### config.mk
export PLATFORM = sky130hd
export DESIGN_NAME = dino_sprite_fsm
export DESIGN_NICKNAME = d
export VERILOG_FILES = /design/src/rtl/dino_sprite_fsm.sv
export SDC_FILE = /design/constraint.sdc
export NUM_CORES = 1
export LEC_CHECK = 0
export ABC_AREA = 1
export CORE_AREA = 2 2 55 57
export DETAILED_ROUTE_END_ITERATION = 10
export DIE_AREA = 0 0 57 59
export PLACE_DENSITY = 0.62
export SYNTH_ARGS = -nofsm -noshare
export SYNTH_HDL_FRONTEND = slang
export SYNTH_SLANG_ARGS = --single-unit
### constraint.sdc
create_clock -name clk -period 1.7 [get_ports clk]
set_input_delay 0.255 -clock clk [delete_from_list [all_inputs] [get_ports clk]]
set_output_delay 0.255 -clock clk [all_outputs]
set_load 0.01 [all_outputs]
### src/rtl/dino_sprite_fsm.sv
// Dino sprite sequencer: picks the sprite code each cycle from game-state inputs,
// with a tick-driven frame divider for run/duck cycles and a death-flash sequence.
module dino_sprite_fsm #(
   parameter int SEL_W       = 4,
   parameter int RUN_FRAMES  = 2,
   parameter int DUCK_FRAMES = 2,
   parameter int FRAME_DIV   = 6,
   parameter int DEAD_FLASH  = 4,
   parameter int SPR_STAND   = 0,
   parameter int SPR_DEAD    = 1,
   parameter int SPR_BLANK   = 2,
   parameter int RUN_BASE    = 4,
   parameter int DUCK_BASE   = 8
) (
   input  logic             clk,
   input  logic             rst,
   input  logic             tick,
   input  logic             Airborne,
   input  logic             onGround,
   input  logic             isDuck,
   input  logic             isDead,
   input  logic             isPaused,
   input  logic             restart,
   output logic [SEL_W-1:0] DinoMovementSelect,
   output logic [2:0]       frameIdx,
   output logic [2:0]       dinoState
);

   typedef enum logic [2:0] {
      ST_STAND = 3'd0,
      ST_RUN   = 3'd1,
      ST_DUCK  = 3'd2,
      ST_JUMP  = 3'd3,
      ST_PAUSE = 3'd4,
      ST_FLASH = 3'd5,
      ST_DEAD  = 3'd6
   } state_t;

   localparam int DIV_W = (FRAME_DIV > 1) ? $clog2(FRAME_DIV) : 1;
   localparam int FL_W  = (DEAD_FLASH > 2) ? $clog2(DEAD_FLASH) : 1;

   localparam logic [DIV_W-1:0] DIV_LAST  = DIV_W'(FRAME_DIV - 1);
   localparam logic [DIV_W-1:0] DIV_ONE   = DIV_W'(1);
   localparam logic [FL_W-1:0]  FL_LAST   = FL_W'((DEAD_FLASH > 0) ? DEAD_FLASH - 1 : 0);
   localparam logic [FL_W-1:0]  FL_ONE    = FL_W'(1);
   localparam logic [2:0]       RUN_LAST  = 3'(RUN_FRAMES - 1);
   localparam logic [2:0]       DUCK_LAST = 3'(DUCK_FRAMES - 1);

   localparam logic [SEL_W-1:0] S_STAND = SEL_W'(SPR_STAND);
   localparam logic [SEL_W-1:0] S_DEAD  = SEL_W'(SPR_DEAD);
   localparam logic [SEL_W-1:0] S_BLANK = SEL_W'(SPR_BLANK);
   localparam logic [SEL_W-1:0] S_RUN   = SEL_W'(RUN_BASE);
   localparam logic [SEL_W-1:0] S_DUCK  = SEL_W'(DUCK_BASE);

   // With no flash configured a collision lands straight in DEAD.
   localparam state_t DEATH_ST = (DEAD_FLASH == 0) ? ST_DEAD : ST_FLASH;

   if ((RUN_BASE + RUN_FRAMES - 1) >= (1 << SEL_W)) begin : g_run_range
      $error("dino_sprite_fsm: run sprite codes do not fit in SEL_W bits");
   end
   if ((DUCK_BASE + DUCK_FRAMES - 1) >= (1 << SEL_W)) begin : g_duck_range
      $error("dino_sprite_fsm: duck sprite codes do not fit in SEL_W bits");
   end

   state_t           r_state;
   logic [DIV_W-1:0] r_div;
   logic [2:0]       r_frame;
   logic [FL_W-1:0]  r_flash_cnt;
   logic             r_flash_ph;
   logic [SEL_W-1:0] r_sel;

   state_t           w_next_state;
   logic             w_wrap;
   logic [DIV_W-1:0] w_next_div;
   logic [2:0]       w_next_frame;
   logic [FL_W-1:0]  w_next_cnt;
   logic             w_next_ph;
   logic [SEL_W-1:0] w_next_sel;

   always_comb begin
      w_wrap       = tick && (r_div == DIV_LAST);
      w_next_state = r_state;
      case (r_state)
         ST_FLASH: begin
            if (restart && !isDead)                       w_next_state = ST_STAND;
            else if (w_wrap && (r_flash_cnt == FL_LAST))  w_next_state = ST_DEAD;
         end
         ST_DEAD: begin
            if (restart && !isDead) w_next_state = ST_STAND;
         end
         default: begin
            if (isDead)        w_next_state = DEATH_ST;
            else if (Airborne) w_next_state = ST_JUMP;
            else if (isPaused) w_next_state = ST_PAUSE;
            else if (onGround) w_next_state = isDuck ? ST_DUCK : ST_RUN;
            else               w_next_state = ST_STAND;
         end
      endcase

      // Counters restart on any state change, which also swallows a coincident tick.
      w_next_div   = '0;
      w_next_frame = 3'd0;
      w_next_cnt   = '0;
      w_next_ph    = 1'b0;
      if (w_next_state == r_state) begin
         if ((r_state == ST_RUN) || (r_state == ST_DUCK) || (r_state == ST_FLASH))
            w_next_div = tick ? (w_wrap ? '0 : r_div + DIV_ONE) : r_div;
         case (r_state)
            ST_RUN:   w_next_frame = w_wrap ? ((r_frame == RUN_LAST) ? 3'd0 : r_frame + 3'd1) : r_frame;
            ST_DUCK:  w_next_frame = w_wrap ? ((r_frame == DUCK_LAST) ? 3'd0 : r_frame + 3'd1) : r_frame;
            ST_FLASH: begin
               w_next_cnt = w_wrap ? r_flash_cnt + FL_ONE : r_flash_cnt;
               w_next_ph  = w_wrap ? ~r_flash_ph : r_flash_ph;
            end
            default: ;
         endcase
      end

      case (w_next_state)
         ST_RUN:   w_next_sel = S_RUN + SEL_W'(w_next_frame);
         ST_DUCK:  w_next_sel = S_DUCK + SEL_W'(w_next_frame);
         ST_FLASH: w_next_sel = w_next_ph ? S_BLANK : S_DEAD;
         ST_DEAD:  w_next_sel = S_DEAD;
         default:  w_next_sel = S_STAND;
      endcase
   end

   always_ff @(posedge clk) begin
      if (!rst) begin
         r_state     <= ST_STAND;
         r_div       <= '0;
         r_frame     <= 3'd0;
         r_flash_cnt <= '0;
         r_flash_ph  <= 1'b0;
         r_sel       <= S_STAND;
      end else begin
         r_state     <= w_next_state;
         r_div       <= w_next_div;
         r_frame     <= w_next_frame;
         r_flash_cnt <= w_next_cnt;
         r_flash_ph  <= w_next_ph;
         r_sel       <= w_next_sel;
      end
   end

   assign DinoMovementSelect = r_sel;
   assign frameIdx           = r_frame;
   assign dinoState          = r_state;

endmodule

==> Word level (Yosys, flattened, before mapping) <==
Cells that the tools add are included.
{ "word_totals": {"reg_bits": 16, "in_bits": 9, "out_inout_bits": 10} }
{ "op_classes": {"addsub": 5, "eq_ne": 12, "mux": 19, "n_bitwise": 1, "reduce_logical": 9} }
{ "ops": {"columns": ["operator", "count"], "rows": [
  ["2-to-1 mux 3 bit", 11],
  ["one-hot mux 4 bit (4 select lines)", 1],
  ["equality test 3 bit (second input constant)", 5],
  ["equality test 3 x 1 -> 1 bit (second input constant)", 3],
  ["adder 3 x 1 -> 3 bit (second input constant)", 2],
  ["equality test 3 x 2 -> 1 bit (second input constant)", 2],
  ["2-to-1 mux 2 bit", 3],
  ["one-hot mux 3 bit (2 select lines)", 1],
  ["AND reduction 3 bit", 2],
  ["adder 3 x 3 -> 4 bit (first input constant)", 1],
  ["adder 4 x 3 -> 4 bit (first input constant)", 1],
  ["equality test 3 bit", 1],
  ["logical AND 1 bit", 3],
  ["2-to-1 mux 1 bit", 3],
  ["adder 2 x 1 -> 2 bit (second input constant)", 1],
  ["equality test 2 bit (second input constant)", 1],
  ["logical OR 1 bit", 2],
  ["OR reduction 2 bit", 1],
  ["logical NOT 1 bit", 1],
  ["inverter 1 bit", 1]
]} }

==> Depth between registers and ports, before layout <==
{ "depth": {"ltp_word": 10, "ltp_mapped": 16} }

==> Worst setup path after synthesis <==
OpenSTA, ideal clock, no wires.
{ "synth_timing": {"kind": "reg2reg", "from": "reg r_state[2] (netlist: dinoState[2])", "to": "reg r_sel[3] (netlist: DinoMovementSelect[3])", "t_arrival_ps": 1815, "t_required_ps": 1630, "slack_ps": -185, "stages_incl_launch_ff": 11, "cell_sequence": "dfxtp_1 -> buf_2 -> nand3_2 -> nor2_1 -> nand2_4 -> nand2_4 -> inv_1 -> ha_1 -> nor2_1 -> o211a_1 -> a21boi_1"} }
{ "synth_via": {"word_cells_on_any_way": 19, "classes_between": "add/sub (2); eq/ne (9); mux (7); reduce/logical (1)"} }
{ "synth_lines": {"columns": ["element", "line_no", "rtl"], "rows": [
  ["start, declared", "65", "state_t r_state;"],
  ["start signal, assigned", "137", "r_state <= w_next_state;"],
  ["equality test 3 bit", "83", "case (r_state)"],
  ["one-hot mux 3 bit (2 select lines) (*)", "83", null],
  ["via w_next_state[0]", "72", "state_t w_next_state;"],
  ["equality test 3 bit", "105", "if (w_next_state == r_state) begin"],
  ["2-to-1 mux 3 bit", "105", null],
  ["adder 4 x 3 -> 4 bit or adder 3 x 3 -> 4 bit (tied branches)", "121, 120", null],
  ["one-hot mux 4 bit (4 select lines) (*)", "119", "case (w_next_state)"],
  ["end signal, assigned", "142", "r_sel <= w_next_sel;"],
  ["end, declared", "70", "logic [SEL_W-1:0] r_sel;"]
]} }
Mark *: on every way through the listed nets, which the timed path passes. The rest lies on a longest branch.
A chain may end at the register's enable or synchronous reset.

==> Final worst setup path <==
{ "layout_timing": {"from": "in tick", "to": "reg r_sel[3] (netlist: DinoMovementSelect[3])"} }
{ "layout_via": {"elab_chain_len": 9, "word_cells_on_any_way": 16, "classes_between": "add/sub (2); eq/ne (5); mux (7); reduce/logical (2)"} }
{ "layout_rtl": {"columns": ["element", "line_no", "rtl"], "rows": [
  ["start, declared", "17", "input logic tick,"],
  ["logical AND 1 bit (*)", "81", "w_wrap = tick && (r_div == DIV_LAST);"],
  ["logical AND 1 bit (*)", "86", "else if (w_wrap && (r_flash_cnt == FL_LAST)) w_next_state = ST_DEAD;"],
  ["2-to-1 mux 3 bit (*)", "86", null],
  ["2-to-1 mux 3 bit (*)", "85", "if (restart && !isDead) w_next_state = ST_STAND;"],
  ["one-hot mux 3 bit (2 select lines) (*)", "83", null],
  ["via w_next_state[1]", "72", null],
  ["equality test 3 bit", "105", null],
  ["2-to-1 mux 3 bit", "105", null],
  ["adder 4 x 3 -> 4 bit or adder 3 x 3 -> 4 bit (tied branches)", "121, 120", null],
  ["one-hot mux 4 bit (4 select lines) (*)", "119", null]
]} }
Marks and branches as above.

==> impl_results.rst <==
.. list-table::
   :header-rows: 1

   * - Metric
     - Value
   * - Post-layout net count
     - 218
   * - Number of global-route vias before repair
     - 1041
   * - Detail-routed net length per standard cell
     - 11.20 um
   * - Number of clock sinks
     - 16
   * - Antenna diode count
     - 0
   * - Die width
     - 57 um
   * - Number of enable-type register cells in the synthesized netlist
     - 0
   * - Count of state elements after synthesis
     - 16
   * - Hold violation count in the final report
     - 0
   * - Area of the mapped netlist
     - 1064 um^2
   * - Fraction of power spent switching nets
     - 31.55%
   * - Internal power contribution
     - 617.6 uW
   * - Detailed Route WL
     - 2609 um
   * - CTS tree
     - done
   * - Cts-stage hold buffer count
     - 0
   * - Hold_ws
     - 521.0 ps
   * - Remaining design rule violation count
     - 0
   * - Worst path buffer plus inverter count
     - 2
   * - Mapped Cells
     - 153
   * - Maximum operating frequency
     - 593.7 MHz
   * - Pin count of the biggest net entering global routing
     - 9
   * - Distinct cell type count of the synthesized netlist
     - 27
   * - Class of the worst hold path
     - reg2reg
   * - Die Y
     - 59 um
   * - Max-slew headroom
     - 82.15%
   * - Leading cell type by number of instances after synthesis
     - sky130_fd_sc_hd__nand2_1
   * - Buffers added on ports
     - 18
   * - Pre-CTS WS
     - -325.6 ps
   * - Clock share of power
     - 21.7%
   * - Clk Latency, worst-skew pair
     - 280 ps
   * - Crit path required time
     - 1890 ps
   * - Clk Tree Root Cell
     - sky130_fd_sc_hd__clkbuf_4
   * - Max-cap violation count
     - 0
   * - RSZ-0062 raised after global routing
     - yes
   * - Highest cell delay on the worst timing path
     - 540 ps
   * - Count of TritonRoute iterations in the first routing pass
     - 6
   * - Final Setup Violations
     - 0
   * - Peak supply drop
     - 0.5725 mV
   * - Cts bufs inserted
     - 3
   * - Final max-slew violation count
     - 0
   * - Maximum clock insertion buffer count
     - 2
   * - IO Count
     - 19
   * - CP Class
     - in2reg
   * - # H-tree levels
     - 1
   * - Starting density of the core
     - 39.24%
   * - Leakage power total
     - 0.8026 nW
   * - Launching element type of the critical path
     - primary input
   * - Area growth from synthesis to final layout
     - 54.47%
   * - First-iteration detailed-routing DRC count
     - 24
   * - Top post-synthesis cells by count
     - sky130_fd_sc_hd__nand2_1 (30), sky130_fd_sc_hd__nor2_1 (23), sky130_fd_sc_hd__inv_1 (21), sky130_fd_sc_hd__dfxtp_1 (16), sky130_fd_sc_hd__nand3_1 (14)
   * - Number of antenna-violating nets in the routed design
     - 0
   * - Async S/R FF share, synth
     - 0%
   * - Crit. End Element
     - register
   * - Tightest Pin Transition
     - 265.0 ps
   * - Post-synth net total
     - 167
   * - Part of the total power dissipated in combinational logic
     - 34.4%
   * - Core box area
     - 2710 um^2
   * - Detailed-route via count
     - 1090
   * - Non-filler instance count after layout
     - 233
   * - Floorplan die area
     - 3363 um^2
   * - Relative contribution of sequential cells to total power
     - 43.9%
   * - Share of final-layout standard cells stronger than drive strength 1
     - 37.62%
   * - Total net switching power
     - 284.7 uW
   * - Fin area
     - 1643 um^2
   * - Count of placed standard cells including taps
     - 221
   * - Critical-path cell list
     - clkdlybuf4s50_1, nand2_4, nor2_8, nand2_4, nand2_2, nand2_2, nand2_4, inv_2, ha_4, o211a_1, a21boi_2
   * - Most common flop cell mapped by yosys
     - sky130_fd_sc_hd__dfxtp_1
   * - Initial antenna violation count
     - 0
   * - Period utilization
     - 99.08%
   * - Area after DPL
     - 1484 um^2
   * - Gp weighted congestion
     - 0.7701
   * - Total power
     - 902.3 uW
   * - GRT Residual Overflow
     - 0
   * - Area share of the largest cell type after synthesis
     - 30.12%
   * - Detailed Place HPWL
     - 2028 um
   * - Min setup slack post-route
     - 15.66 ps
   * - Kind of cell adding the most delay to the critical path
     - buffers and inverters
   * - Global-route wire length before repair
     - 4284 um
   * - Power density over the cells
     - 549.3 nW/um^2
   * - Critical Path AT
     - 1870 ps
   * - Critical path's most frequent cell
     - sky130_fd_sc_hd__nand2_4
   * - Clock-pin slew of the registers on the worst-case setup and hold paths
     - 90 ps
   * - Row count
     - 19
   * - Final critical-path required period
     - 1684 ps
   * - Largest cells by area after synthesis
     - sky130_fd_sc_hd__dfxtp_1 (30%), sky130_fd_sc_hd__nand2_1 (11%), sky130_fd_sc_hd__nor2_1 (8.1%)
   * - Yosys warning count
     - 0
   * - Cell with the largest stage delay on the worst path
     - sky130_fd_sc_hd__clkdlybuf4s50_1
   * - Avg Vias per Cell
     - 4.678
   * - Result of the run
     - finished clean
   * - Mean instance size in the synthesized netlist
     - 6.951 um^2
   * - Sequential-to-total area share from yosys stat
     - 30.12%
   * - Worst Skew
     - 6.277 ps
   * - Cell accounting for the most synthesized area
     - sky130_fd_sc_hd__dfxtp_1
   * - Critical Path Fanout Max
     - 4
   * - Overall fraction of global-route tracks in use
     - 16.41%
[worst paths after layout]
path	slack (ps)	to	depth (start not counted)	startpoint
setup reg to reg	30	DinoMovementSelect[3]	12	r_div[1]
setup / recovery	20	DinoMovementSelect[3]	11	tick
hold reg to reg	520	r_flash_cnt[1]	2	r_flash_cnt[1]
hold / removal	520	r_flash_cnt[1]	2	r_flash_cnt[1]
[power groups by stage]
| stage | clock network (mW) | registers (mW) | logic, mW |
|---|---|---|---|
| after floorplan | 0 | 0.407 | 0.157 |
| after global placement | 0 | 0.406 | 0.273 |
| after detailed placement | 0 | 0.407 | 0.277 |
| after CTS | 0.203 | 0.398 | 0.283 |
| after global routing | 0.216 | 0.397 | 0.344 |
| final | 0.196 | 0.396 | 0.311 |
[tightest hold or removal path, delay by kind of cell, from the launching register on]
kind / cells / cell delay [ps]
flip-flops: 1 / 340
multiplexers: 1 / 70
AND/OR/NAND/NOR: 1 / 90
[final cells by class]
cell class	instances	area [um^2]
repair buffers	47	404.1
clock buffers	3	22.52
multi-input cells	112	748.2
inverters	24	95.09
fillers	268	1067
well taps	31	38.79
flip-flops and latches	16	334.1
[routing by layer]
metal | track usage [%] | vias up | share of wire, %
li1 | - | 580 | -
met1 | 18.83 | 492 | 43
met2 | 30.71 | 16 | 53
met3 | 5.240 | 2 | 3.5
met4 | 1.993 | 0 | 0.38
met5 | 0 | - | 0
[layout by cell type (no fill, tap or decap)]
master	synthesis	layout
sky130_fd_sc_hd__clkinv_1	1	1
sky130_fd_sc_hd__dfxtp_1	16	11
sky130_fd_sc_hd__inv_2	2	4
sky130_fd_sc_hd__xor2_1	2	2
sky130_fd_sc_hd__o21ai_0	3	3
sky130_fd_sc_hd__mux2_2	1	1
sky130_fd_sc_hd__nand2_8	0	1
sky130_fd_sc_hd__nand3_1	14	11
sky130_fd_sc_hd__dlymetal6s2s_1	0	1
sky130_fd_sc_hd__ha_1	5	2
sky130_fd_sc_hd__clkdlybuf4s50_1	0	17
sky130_fd_sc_hd__o22ai_1	1	1
sky130_fd_sc_hd__a21boi_2	0	1
sky130_fd_sc_hd__buf_6	0	1
sky130_fd_sc_hd__nor2_2	1	2
sky130_fd_sc_hd__inv_6	0	1
sky130_fd_sc_hd__dfxtp_4	0	3
sky130_fd_sc_hd__nand2_4	3	5
sky130_fd_sc_hd__o211a_1	1	1
sky130_fd_sc_hd__clkbuf_4	0	3
sky130_fd_sc_hd__inv_1	21	18
sky130_fd_sc_hd__dfxtp_2	0	2
sky130_fd_sc_hd__nand3b_1	1	1
sky130_fd_sc_hd__ha_4	0	3
sky130_fd_sc_hd__nand4_1	4	4
sky130_fd_sc_hd__nand2_2	11	12
sky130_fd_sc_hd__nand2_1	30	26
sky130_fd_sc_hd__a31oi_1	2	2
sky130_fd_sc_hd__mux2i_1	1	1
sky130_fd_sc_hd__nor3_1	1	1
sky130_fd_sc_hd__nor2_1	23	21
sky130_fd_sc_hd__buf_4	0	28
sky130_fd_sc_hd__xnor2_1	2	2
sky130_fd_sc_hd__nand3_2	2	5
sky130_fd_sc_hd__nor2_8	1	1
sky130_fd_sc_hd__nor2_4	2	3
[logic make-up (layout without fill, tap and decap cells)]
logic type / Yosys count / after routing / synth area share (%)
AND/OR/NAND/NOR: 93 / 93 / 44.94
buffers and inverters: 25 / 74 / 8.941
adder cells (fa/ha/maj): 5 / 5 / 5.882
AO/OA/AOI/OAI: 8 / 8 / 4.824
flip-flops: 16 / 16 / 30.12
XOR/XNOR: 4 / 4 / 3.295
multiplexers: 2 / 2 / 2.000
[timing repair]
item,in CTS,in global routing
resized for setup,4,14
setup endpoints to repair,4,11
endpoints found under the hold margin,0,0
pin swaps,5,9
buffers inserted,2,7
cloned,0,0
[metrics by stage]
stage          setup TNS, ps  utilization, %
3_5_place_dp           -2665           54.76
4_1_cts                    0           56.79
3_3_place_gp           -2360           54.76
2_1_floorplan              0               -
5_1_grt               -607.7           60.62
6_report                   0           60.62
[flip-flops by register name, summed over array words and instances, names as in the netlist]
name / count
DinoMovementSelect: 4
dinoState: 3
r_flash_ph: 1
frameIdx: 3
r_div: 3
r_flash_cnt: 2
Note: power is estimated with default switching activity, not from simulation.
